File: src/rtl/mem_port_arbiter.sv
// mem_port_arbiter: shares one memory port between instruction fetch and data access
// Ports:
//   clk, rst_n                          clock, async active-low reset
//   if_req/if_addr -> if_rdata/if_ack   fetch request and one-cycle completion
//   d_req/d_we/d_addr/d_wdata/d_be      data request (load/store)
//   d_rdata/d_ack                       load data and one-cycle completion
//   mem_req/we/addr/wdata/be            registered memory-side request
//   mem_rdata/mem_ack                   memory response
//   stall_if, stall_mem                 pipeline stalls (combinational)
//   bus_err                             flags the ack of a timed-out transaction
`timescale 1ns/1ps
module mem_port_arbiter #(
    parameter int ADDR_W  = 32,
    parameter int XLEN    = 32,
    parameter int TIMEOUT = 255
) (
    input  logic              clk,
    input  logic              rst_n,
    input  logic              if_req,
    input  logic [ADDR_W-1:0] if_addr,
    output logic [XLEN-1:0]   if_rdata,
    output logic              if_ack,
    input  logic              d_req,
    input  logic              d_we,
    input  logic [ADDR_W-1:0] d_addr,
    input  logic [XLEN-1:0]   d_wdata,
    input  logic [XLEN/8-1:0] d_be,
    output logic [XLEN-1:0]   d_rdata,
    output logic              d_ack,
    output logic              mem_req,
    output logic              mem_we,
    output logic [ADDR_W-1:0] mem_addr,
    output logic [XLEN-1:0]   mem_wdata,
    output logic [XLEN/8-1:0] mem_be,
    input  logic [XLEN-1:0]   mem_rdata,
    input  logic              mem_ack,
    output logic              stall_if,
    output logic              stall_mem,
    output logic              bus_err
);
    localparam int CW = $clog2(TIMEOUT + 1);
    typedef enum logic [2:0] {IDLE, GRANT_I, GRANT_D, RESP, ERR} state_t;
    state_t state, state_n;
    logic last_d, last_n;
    logic [CW-1:0] cnt, cnt_n;
    logic req_n, we_n, if_ack_n, d_ack_n, err_n, pick_d;
    logic [ADDR_W-1:0] addr_n;
    logic [XLEN-1:0] wdata_n, if_rdata_n, d_rdata_n;
    logic [XLEN/8-1:0] be_n;
    // On contention the side that did not win last time gets the port
    assign pick_d = d_req & (~if_req | ~last_d);
    assign stall_if = if_req & ~if_ack;
    assign stall_mem = d_req & ~d_ack;
    always_comb begin
        state_n = state;
        last_n = last_d;
        cnt_n = cnt;
        req_n = mem_req;
        we_n = mem_we;
        addr_n = mem_addr;
        wdata_n = mem_wdata;
        be_n = mem_be;
        if_ack_n = 1'b0;
        d_ack_n = 1'b0;
        err_n = 1'b0;
        if_rdata_n = if_rdata;
        d_rdata_n = d_rdata;
        case (state)
            IDLE: if (if_req | d_req) begin
                state_n = pick_d ? GRANT_D : GRANT_I;
                last_n = pick_d;
                cnt_n = '0;
                req_n = 1'b1;
                we_n = pick_d & d_we;
                addr_n = pick_d ? d_addr : if_addr;
                wdata_n = pick_d ? d_wdata : '0;
                be_n = pick_d ? d_be : '1;
            end
            GRANT_I, GRANT_D: begin
                // ack is checked before the timeout so a last-cycle ack completes normally
                if (mem_ack) begin
                    state_n = RESP;
                    req_n = 1'b0;
                    if_ack_n = (state == GRANT_I);
                    d_ack_n = (state == GRANT_D);
                    if_rdata_n = (state == GRANT_I) ? mem_rdata : if_rdata;
                    d_rdata_n = (state == GRANT_D) ? (mem_we ? '0 : mem_rdata) : d_rdata;
                end else if (cnt == CW'(TIMEOUT - 1)) begin
                    state_n = ERR;
                    req_n = 1'b0;
                    err_n = 1'b1;
                    if_ack_n = (state == GRANT_I);
                    d_ack_n = (state == GRANT_D);
                    if_rdata_n = (state == GRANT_I) ? '0 : if_rdata;
                    d_rdata_n = (state == GRANT_D) ? '0 : d_rdata;
                end else begin
                    cnt_n = cnt + CW'(1);
                end
            end
            default: state_n = IDLE;
        endcase
    end
    always_ff @(posedge clk or negedge rst_n) begin
        if (!rst_n) begin
            state <= IDLE;
            last_d <= 1'b0;
            cnt <= '0;
            mem_req <= 1'b0;
            mem_we <= 1'b0;
            mem_addr <= '0;
            mem_wdata <= '0;
            mem_be <= '0;
            if_ack <= 1'b0;
            d_ack <= 1'b0;
            bus_err <= 1'b0;
            if_rdata <= '0;
            d_rdata <= '0;
        end else begin
            state <= state_n;
            last_d <= last_n;
            cnt <= cnt_n;
            mem_req <= req_n;
            mem_we <= we_n;
            mem_addr <= addr_n;
            mem_wdata <= wdata_n;
            mem_be <= be_n;
            if_ack <= if_ack_n;
            d_ack <= d_ack_n;
            bus_err <= err_n;
            if_rdata <= if_rdata_n;
            d_rdata <= d_rdata_n;
        end
    end
endmodule

File: config.mk
export PLATFORM = sky130hd
export DESIGN_NAME = mem_port_arbiter
export DESIGN_NICKNAME = d
export VERILOG_FILES = /design/src/rtl/mem_port_arbiter.sv
export SDC_FILE = /design/constraint.sdc
export NUM_CORES = 1
export LEC_CHECK = 0
export BUFFER_PORTS_ARGS = -buffer_cell sky130_fd_sc_hd__clkbuf_2
export CORE_MARGIN = 2
export CORE_UTILIZATION = 43
export DETAILED_ROUTE_END_ITERATION = 8
export HOLD_SLACK_MARGIN = 0.03
export PLACE_DENSITY = 0.77
export SYNTH_ARGS = -nofsm -noshare
export SYNTH_HDL_FRONTEND = slang
export SYNTH_SLANG_ARGS = --single-unit
File: constraint.sdc
create_clock -name clk -period 2 [get_ports clk]
set_input_delay 0.2 -clock clk [delete_from_list [all_inputs] [get_ports clk]]
set_output_delay 0.2 -clock clk [all_outputs]
set_load 0.02 [all_outputs]
==> key figures <==
Clock tree
  – Cts bufs inserted: 17
  – CTS tree: yes
  – Reg clk slew, reported paths: 0.06 ns
  – Clock sinks: 149
  – Worst skew pair latency: 0.42 ns
  – H-tree lvl count: 4
  – Root Buffer: clkbuf_16
  – CTS max path bufs: 2
  – # Post-CTS Setup Buffers: 0
  – Post-CTS resize count: 0

Status
  – Status: complete, but fails checks
  – Failing checks: setup timing

Die
  – Initial Utilization: 0.436
  – Die area: 15600 um2
  – Die W: 125 um
  – Die Ht: 125 um
  – Core box area: 14400 um2
  – Num rows: 44
  – # IOs: 277

Setup path
  – End of the worst register-to-register path: d_rdata[27]
  – Worst-path fanout max: 33
  – Type of origin of the critical path: register
  – R2R cell count: 7
  – Critical path required time: 2.30 ns
  – Reg-to-reg setup timing slack: -0.07 ns
  – Worst r2r src: cnt[0]
  – Critical Path Sink Type: register
  – Worst setup path category: register to register
  – Crit path arrival time: 2.37 ns

Power and ir drop
  – Leakage: 4.96 nW
  – Peak VDD IR: 0.729 mV
  – Pwr Density: 1570 nW/um2
  – Power, Total: 14.6 mW

Placed design
  – Input/output buffers: 276
  – Final Wtd Congestion: 0.814
  – Dpl cells: 963
  – DP Wirelength: 12.0 mm
  – Post-placement cell area: 8010 um2

Min path
  – Hold Crit Start: mem_rdata[21]
  – Hold EP: if_rdata[21]
  – Worst min path class: primary input to register
  – Hold depth: 2

Final layout
  – Most frequent cells in the layout: 275 x clkbuf_2, 149 x dfrtp_1, 76 x nand2_1
  – Most common cell after layout, fill and taps aside: clkbuf_2
  – Inserted Diodes: 0
  – Post-Layout Cell Count: 1062
  – Share of layout cells above drive strength 1: 0.420
  – Area growth syn-to-layout: 47.9%
  – Design area: 9290 um2
  – Fill cell count: 1073
  – Nets: 1005

Timing
  – RSZ-0062 raised after global routing: yes
  – Count of final hold-check violations: 0
  – Period utilization: 1.04
  – Finish-stage setup viols: 32
  – Max-slew headroom: 0.630
  – Worst-margin pin slew: 0.553 ns
  – Maximum clock frequency: 0.483 GHz
  – Max Transition Viols Final: 0
  – Tmin final: 2.07 ns
  – Worst setup margin: -0.0706 ns
  – Fin Clk Skew: 0.0143 ns

Global route
  – Vias in the first global route: 5344
  – Total GRT Usage: 0.230
  – First-pass GRT wire length: 28.4 mm
  – Pin count of the biggest net entering global routing: 103
  – Antenna violations before repair: 0
  – GR Overflow Total: 0

Yosys
  – Synth warnings: 0
  – Sequential area share after synthesis: 0.593
  – EDFF count, synth: 0
  – Synthesized area per cell: 12.0 um2
  – Yosys reg bits: 149
  – Post-synthesis cell count: 523
  – Post-synth top area share: 0.593
  – Cell Area, Synth: 6280 um2
  – Ys flop type: dfrtp_1
  – Distinct cells, synth: 40
  – Synthesized Nets: 663
  – Synth async-reset ratio: 1.00
  – Cell taking the most area after synthesis: dfrtp_1
  – Synth area leaders: dfrtp_1 59%, a22o_1 9.1%, mux2_4 6.9%

Route
  – Total number of vias: 5470
  – Final wirelength: 17.9 mm
  – # DRC: 0
  – Initial DRT Pass Iterations: 5
  – Post-DR wirelength/cell: 16.9 um
  – Vias/cell: 5.15
  – Post-route ant nets: 0
  – 1st-iter DRT viols: 386

Flow run
  – Max cap viols: 0
[registers in the layout (all words and copies together) (netlist names)]
| signal | flops |
|---|---|
| bus_err | 1 |
| cnt | 8 |
| d_ack | 1 |
| d_rdata | 32 |
| if_ack | 1 |
| if_rdata | 32 |
| last_d | 1 |
| mem_addr | 32 |
| mem_be | 4 |
| mem_req | 1 |
| mem_wdata | 32 |
| mem_we | 1 |
| state | 3 |
[Yosys cell counts, drive strengths merged, types with 2 or more instances]
master	number
dfrtp	149
nand2	76
a22o	65
o21ai	37
clkbuf	34
mux2i	34
nor2	34
mux2	32
buf	8
a31oi	7
nor3	4
o22a	4
a21oi	3
and2	3
inv	3
nand2b	3
nor2b	3
ha	2
nor3b	2
o21a	2
or2	2
[cell type report]
| cell class | instances | area, um2 | area share |
|---|---|---|---|
| repair buffers | 365 | 2320 | 0.250 |
| clock buffers | 20 | 447 | 0.0481 |
| multi-input cells | 329 | 2390 | 0.257 |
| clock inverters | 12 | 166 | 0.0179 |
| well taps | 184 | 230 | 0.0248 |
| inverters | 3 | 11.3 | 0.00121 |
| flip-flops and latches | 149 | 3730 | 0.401 |
[through the flow]
step | TNS (ns) | util | hold slack (ns) | setup slack, ns
5_1_grt | -3.78 | 0.644 | 0.0411 | -0.133
4_1_cts | -1.96 | 0.644 | 0.0335 | -0.0758
2_1_floorplan | -2.66 | - | -0.0956 | -0.0925
3_5_place_dp | -1.70 | 0.555 | 0.210 | -0.0687
6_report | -1.74 | 0.644 | 0.0539 | -0.0706
3_3_place_gp | -0.644 | 0.555 | 0.210 | -0.0254
[layer usage]
metal / track usage / up-vias / share of wire
li1: - / 2536 / -
met1: 0.288 / 2619 / 0.41
met2: 0.385 / 271 / 0.49
met3: 0.0468 / 44 / 0.063
met4: 0.109 / 0 / 0.033
met5: 0 / - / 0
[logic make-up (layout without fill, tap and decap cells)]
logic type                 Yosys count  in the layout  share of synthesized area
AOI/OAI and AO/OA                  125            125                      0.147
xor gates and xnor gates             1              1                    0.00139
adders and majority gates            2              2                    0.00398
buffers and inverters               45            400                     0.0322
DFF                                149            149                      0.593
muxes                               66             66                      0.129
and+or+nand+nor                    135            135                     0.0938
[report_power, final]
group,switching (mW),internal [mW]
sequential,0.810,4.29
clock,1.28,2.02
combinational,3.68,2.54
total,5.77,8.85
[worst max-delay path, stage by stage, from the launching register on]
cell and delay (ns):
dfrtp_1 0.37, inv_1 0.06, ha_1 0.18, nand3_2 0.10, o21ba_4 0.20, or4b_4 0.49
buf_12 0.21, mux2_4 0.33
[worst max-delay path by stage]
stage / to / startpoint / slack [ns]
floorplan: d_rdata[10] / cnt[0] / -0.09
global placement: d_rdata[29] / cnt[0] / -0.03
detailed placement: d_rdata[5] / cnt[0] / -0.07
CTS: d_rdata[27] / cnt[0] / -0.08
global route: d_rdata[27] / cnt[0] / -0.13
finish: d_rdata[27] / cnt[0] / -0.07
[timing repair]
item / in CTS / in global routing
endpoints found under the hold margin: 116 / 0
hold buffers: 67 / 0
pin swaps: 0 / 0
setup endpoints to repair: 32 / 32
No activity file was read; power rests on OpenSTA's default activity.
